$ cat src/rtl/stack_ctrl.sv
// stack_ctrl: push-down stack controller driving an external async-read,
// sync-write stack memory. Most opcodes finish in the accept cycle; SWAP
// takes a second cycle to write the held value back.
//
// state | meaning
// ------+-------------------------------------------------------------
// IDLE  | ready for a command; single-cycle opcodes execute here
// SWAP2 | second half of SWAP, writes held NOS value at sp-1
module stack_ctrl #(
    parameter int WIDTH = 6,
    parameter int SIZE  = 64
) (
    input  logic             clk,
    input  logic             rst,
    input  logic             cmd_valid,
    output logic             cmd_ready,
    input  logic [2:0]       cmd_op,
    input  logic [15:0]      cmd_data,
    output logic [WIDTH-1:0] rd_addr0,
    output logic [WIDTH-1:0] rd_addr1,
    input  logic [15:0]      rd_data0,
    input  logic [15:0]      rd_data1,
    output logic             we,
    output logic [WIDTH-1:0] wr_addr,
    output logic [15:0]      wr_data,
    output logic [15:0]      tos,
    output logic [15:0]      nos,
    output logic [WIDTH:0]   depth,
    output logic             err_overflow,
    output logic             err_underflow
);

    localparam logic [2:0] OP_NOP     = 3'd0;
    localparam logic [2:0] OP_PUSH    = 3'd1;
    localparam logic [2:0] OP_POP     = 3'd2;
    localparam logic [2:0] OP_DUP     = 3'd3;
    localparam logic [2:0] OP_SWAP    = 3'd4;
    localparam logic [2:0] OP_OVER    = 3'd5;
    localparam logic [2:0] OP_REPLACE = 3'd6;
    localparam logic [2:0] OP_CLEAR   = 3'd7;

    localparam logic [WIDTH:0]   FULL_DEPTH = (WIDTH+1)'(SIZE);
    localparam logic [WIDTH:0]   D_ONE      = (WIDTH+1)'(1);
    localparam logic [WIDTH:0]   D_TWO      = (WIDTH+1)'(2);
    localparam logic [WIDTH-1:0] P_ONE      = WIDTH'(1);
    localparam logic [WIDTH-1:0] P_TWO      = WIDTH'(2);

    typedef enum logic {
        IDLE  = 1'b0,
        SWAP2 = 1'b1
    } state_t;

    state_t           state;
    logic [WIDTH-1:0] sp;
    logic [15:0]      hold;

    logic             accept;
    logic             is_full;
    logic             has_one;
    logic             has_two;
    logic             wr_en;
    logic [WIDTH-1:0] wr_addr_c;
    logic [15:0]      wr_data_c;
    logic [WIDTH:0]   depth_nxt;
    logic [WIDTH-1:0] sp_nxt;
    logic             set_ovf;
    logic             set_unf;
    logic             do_clear;
    logic             go_swap;

    assign cmd_ready = (state == IDLE);
    assign accept    = cmd_valid && cmd_ready && !rst;
    assign rd_addr0  = sp - P_ONE;
    assign rd_addr1  = sp - P_TWO;
    assign tos       = rd_data0;
    assign nos       = rd_data1;

    assign is_full = (depth == FULL_DEPTH);
    assign has_one = (depth >= D_ONE);
    assign has_two = (depth >= D_TWO);

    // Decode the accepted command (or the SWAP2 write-back) into the write
    // port, the next pointer/depth and error-flag requests.
    always_comb begin
        wr_en     = 1'b0;
        wr_addr_c = sp;
        wr_data_c = cmd_data;
        depth_nxt = depth;
        sp_nxt    = sp;
        set_ovf   = 1'b0;
        set_unf   = 1'b0;
        do_clear  = 1'b0;
        go_swap   = 1'b0;
        if (accept) begin
            case (cmd_op)
                OP_PUSH: begin
                    if (!is_full) begin
                        wr_en     = 1'b1;
                        wr_data_c = cmd_data;
                        depth_nxt = depth + D_ONE;
                        sp_nxt    = sp + P_ONE;
                    end else begin
                        set_ovf = 1'b1;
                    end
                end
                OP_POP: begin
                    if (has_one) begin
                        depth_nxt = depth - D_ONE;
                        sp_nxt    = sp - P_ONE;
                    end else begin
                        set_unf = 1'b1;
                    end
                end
                OP_DUP: begin
                    if (!has_one) begin
                        set_unf = 1'b1;
                    end else if (is_full) begin
                        set_ovf = 1'b1;
                    end else begin
                        wr_en     = 1'b1;
                        wr_data_c = rd_data0;
                        depth_nxt = depth + D_ONE;
                        sp_nxt    = sp + P_ONE;
                    end
                end
                OP_OVER: begin
                    if (!has_two) begin
                        set_unf = 1'b1;
                    end else if (is_full) begin
                        set_ovf = 1'b1;
                    end else begin
                        wr_en     = 1'b1;
                        wr_data_c = rd_data1;
                        depth_nxt = depth + D_ONE;
                        sp_nxt    = sp + P_ONE;
                    end
                end
                OP_REPLACE: begin
                    if (has_two) begin
                        wr_en     = 1'b1;
                        wr_addr_c = sp - P_TWO;
                        wr_data_c = cmd_data;
                        depth_nxt = depth - D_ONE;
                        sp_nxt    = sp - P_ONE;
                    end else begin
                        set_unf = 1'b1;
                    end
                end
                OP_SWAP: begin
                    if (has_two) begin
                        wr_en     = 1'b1;
                        wr_addr_c = sp - P_TWO;
                        wr_data_c = rd_data0;
                        go_swap   = 1'b1;
                    end else begin
                        set_unf = 1'b1;
                    end
                end
                OP_CLEAR: begin
                    do_clear  = 1'b1;
                    depth_nxt = '0;
                    sp_nxt    = '0;
                end
                default: begin
                end
            endcase
        end else if (state == SWAP2 && !rst) begin
            wr_en     = 1'b1;
            wr_addr_c = sp - P_ONE;
            wr_data_c = hold;
        end
    end

    assign we      = wr_en;
    assign wr_addr = wr_addr_c;
    assign wr_data = wr_data_c;

    // Controller FSM: pointer, depth, sticky error flags and SWAP hold register.
    always_ff @(posedge clk) begin
        if (rst) begin
            state         <= IDLE;
            sp            <= '0;
            depth         <= '0;
            hold          <= '0;
            err_overflow  <= 1'b0;
            err_underflow <= 1'b0;
        end else begin
            case (state)
                IDLE: begin
                    if (accept) begin
                        sp    <= sp_nxt;
                        depth <= depth_nxt;
                        if (do_clear) begin
                            err_overflow  <= 1'b0;
                            err_underflow <= 1'b0;
                        end else begin
                            if (set_ovf) err_overflow  <= 1'b1;
                            if (set_unf) err_underflow <= 1'b1;
                        end
                        if (go_swap) begin
                            hold  <= rd_data1;
                            state <= SWAP2;
                        end
                    end
                end
                SWAP2: begin
                    state <= IDLE;
                end
                default: begin
                    state <= IDLE;
                end
            endcase
        end
    end

endmodule

$ cat config.mk
export PLATFORM = sky130hd
export DESIGN_NAME = stack_ctrl
export DESIGN_NICKNAME = d
export VERILOG_FILES = /design/src/rtl/stack_ctrl.sv
export SDC_FILE = /design/constraint.sdc
export NUM_CORES = 1
export LEC_CHECK = 0
export ABC_AREA = 1
export ABC_CLOCK_PERIOD_IN_PS = 3800
export CORE_ASPECT_RATIO = 1.5
export CORE_MARGIN = 10
export CORE_UTILIZATION = 51
export CTS_CLUSTER_SIZE = 10
export DETAILED_ROUTE_END_ITERATION = 8
export PLACE_DENSITY = 0.88
export SETUP_SLACK_MARGIN = 0.4
export SLEW_MARGIN = 20
export SYNTH_ARGS = -nofsm -noshare
export SYNTH_HDL_FRONTEND = slang
export SYNTH_SLANG_ARGS = --single-unit
$ cat constraint.sdc
create_clock -name clk -period 3.8 [get_ports clk]
set_input_delay 0.38 -clock clk [delete_from_list [all_inputs] [get_ports clk]]
set_output_delay 0.38 -clock clk [all_outputs]
set_load 0.01 [all_outputs]
==> run summary <==
Based on the critical path, the design can be clocked at up to 307.8 MHz. The final routed DRC violation total was 0; the number of buffers added by the clock tree synthesis step was 5. The start point of the worst min-delay path is hold[4]. The fraction of final layout cells with drive strength greater than 1 is 7.753%. The final-report max-slew violation count was 0; the number of antenna violations at the first check in global routing was 0.

Setup repair after global routing left no endpoint under its margin. Setup violations remaining at the end of the flow were counted as 0. The detailed-routed wire length on met3 came out at 1.205 mm. Cell chosen for the clock root: clkbuf_16. After the last flow step, the layout net total stands at 824. The run gives 1.54 ns as the worst-case register-to-register setup slack. The clock sink count was 32; the number of setup buffers added after CTS was 0.

Setup total negative slack on the finished layout was measured at 0 ns. The clock tree synthesis step divided the H-tree into 2 levels. After technology mapping, the gate count stands at 681. In this run, post-CTS hold repair placed 0 buffers. The largest fanout on the critical path was 20; the overflow left after global routing was 0.

The logs give 8 for the detailed-router iteration count before antenna repair and 2.87 ns for the arrival time of the worst setup path. In the global route stage, overall resource usage came out at 23.53%. Worst supply voltage drop on vdd: 0.0002897 V. The static power due to leakage was 2.301 nW; the buffer levels on the longest clock path was 2.

Clock-pin slew was measured on the worst setup and hold paths at 0.06 ns. The number of nets handed over by synthesis was 744. The repair_antennas step left the layout with diodes totalling 0. The first-pass GRT wire length was 23.64 mm; the weighted congestion reported at the end of routability-driven placement was 0.8894. The tools report the sum of met2 wire segment lengths after detailed routing as 7.485 mm. For the standard-cell row count, the log shows 39. From left edge to right edge, the die measures 92.27 µm. The tightest min-delay check is of the reg -> reg type. The tightest hold path in the finished design has a slack of 0.4663 ns.

The number of buffer cells added on primary ports is 130. The die is 128.4 µm tall. The final layout contains routed wiring with a total length of 14.60 mm.

The initial utilization of the core area, before any placement, comes to 52.48%. TritonCTS built the clock tree. Dividing the detail-routed wire length by the instance count gives 16.91 µm. The routed via count is 4900, and the area overhead of the layout relative to synthesis is 30.22%. Across the run, the number of max-cap violations was 0. Counting instances, the worst hold path has a depth of 2. The via count of the first global-routing pass was 4897. Once detail routing completed, the nets flagged for antenna violations numbered 0. The flow ran to the end, and the final reports show no timing, DRC or antenna violations. The tools report the total die area as 11850 µm².

The cell area power density works out to 321.8 nW/µm². The placed wire-length estimate after detailed placement was 10.70 mm. The clock period could shrink to 3.249 ns. The DRC violation total after the first TritonRoute iteration was 502; the worst slew margin relative to its limit was 33.16%. The tools report the final-report hold violation count as 0. Slew at the pin closest to its max-slew limit: 1.003 ns. Among all flip-flop cells after synthesis, the most frequent one is dfxtp_1.

The number of distinct library cells after synthesis was 40; the register area share after synthesis was 16.04%. STA classifies the critical path endpoint as an output port. The worst setup path is launched from a flip-flop.

The cell area after technology mapping is 3995 µm². In this run the critical register-to-register path is launched from depth[1]. On the final layout, the worst clock skew is 0.004730 ns. For the worst flop-to-flop path, the logic depth is 10.

The placeable core region came out at 7612 µm². Type of the worst setup path: reg -> out. The highest routing layer actually used is met4. The top cell type by area accounts for 16.04% of the synthesized area.

The run gives 0.29 ns as the insertion delay to the later sink of the worst-skew pair. The worst register-to-register path ends at sp[3]. Once placement finished, the instance area stood at 5035 µm². The number of fillers in the final layout was 713; the synthesized flop and latch total was 32. The via density per instance came out at 5.678. The critical path data required time was 3.42 ns. The count of warnings emitted by yosys is 0. Sorting the synthesized cells by area gives the leading types as dfxtp_1 (16%), nand2_1 (15%), nand3_1 (12%), nor2_1 (8.5%), buf_4 (6.4%).

Of the available clock period, the critical path in the final layout requires 85.49%. In this run, synthesis inferred 0 flip-flops with an integrated enable. After routing the design area is 5202 µm².

The maximum number of pins on one net before global-route repair is 33. Of all flip-flops after synthesis, the portion carrying an async set or reset was 0%. Dividing the synthesized area by the synthesized cell count gives 5.866 µm².

After detailed routing, the wire length on met1 is 5.567 mm. dfxtp_1 takes more of the synthesized area than any other cell. Endpoint with the worst hold slack: hold[4].

The number of I/O pins came out at 131.
==> worst max-delay path by stage <==
stage	cells past startpoint	startpoint	to	slack, ns
after floorplan	10	depth[1]	wr_addr[2]	1.66
after global placement	10	depth[1]	wr_addr[1]	0.78
after detailed placement	9	cmd_op[0]	wr_data[11]	0.72
after CTS	10	depth[1]	wr_addr[1]	0.45
after global routing	11	depth[5]	wr_data[15]	0.40
final	10	depth[1]	wr_addr[1]	0.55
==> flip-flops by register name (all words and copies together) (netlist names) <==
name	count
depth	7
err_underflow	1
state	1
hold	16
err_overflow	1
sp	6
==> cells by family (layout without fill, tap and decap cells) <==
kind of cell	Yosys count	after routing	synth area share, %
flip-flops	32	32	16.03
buffers and inverters	137	217	18.42
XOR/XNOR	12	12	2.631
AO/OA/AOI/OAI	98	98	14.31
AND/OR/NAND/NOR	393	393	45.79
adder cells (fa/ha/maj)	9	9	2.819
==> metrics by stage <==
step	util [%]	instances	setup WS [ns]	power, mW
after CTS	68.15	863	0.4543	1.659
after detailed placement	66.14	856	0.7173	1.222
final	68.34	863	0.5515	1.674
after global placement	66.14	856	0.7781	1.208
after global routing	68.34	863	0.3962	1.769
after floorplan	-	681	1.662	0.9433
==> layout make-up <==
type                    instances  area, µm²  area share [%]
multi-input cells             512       2639           50.72
repair buffers                140       1376           26.46
flip-flops and latches         32      641.9           12.34
inverters                      70      265.3           5.099
clock buffers                   7      152.6           2.934
well taps                     102      127.6           2.453
==> per-layer routing <==
layer	GRT usage [%]	up-vias
met4	8.379	0
met2	43.00	285
li1	-	2343
met3	5.122	40
met5	0	-
met1	26.00	2232
==> worst max-delay path, stage by stage, from the launching register on <==
cell	delay [ns]
dfxtp_1	0.52
ha_1	0.24
inv_1	0.06
nor2_2	0.14
nand2_4	0.17
nand2_8	0.22
nand2_1	0.23
inv_1	0.16
nand2_1	0.06
a21oi_1	0.19
clkdlybuf4s50_1	0.57
==> cell usage after synthesis (11+ instances only) <==
master    count
dfxtp_1      32
nand3b_1     16
clkbuf_1     11
nand2_1     155
buf_2        12
a22oi_1      20
buf_4        34
a21oi_1      40
nand3_1      98
inv_1        62
nor2_1       90
o21ai_0      21
==> cells in the final DEF (no fill, tap or decap), types with 5 or more instances in the layout <==
cell,count
nor2_2,9
o21ai_0,20
nor2_1,89
ha_1,9
dfxtp_1,31
a21oi_1,40
inv_2,6
inv_1,62
clkdlybuf4s50_1,130
buf_4,10
nand3_1,98
a22oi_1,20
clkbuf_16,5
nand3b_1,16
o21ai_1,8
xor2_1,10
nand2_2,6
nand2_1,155
==> repair_timing <==
item	CTS	global route
hold endpoints to repair	0	0
resized for setup	0	3
endpoints found under the setup margin	0	21
==> power by group <==
group | internal [mW] | total (mW) | switching, mW
registers | 0.349 | 0.376 | 0.0267
logic | 0.352 | 0.861 | 0.508
clock network | 0.275 | 0.438 | 0.162
No activity file was read; power rests on OpenSTA's default activity.
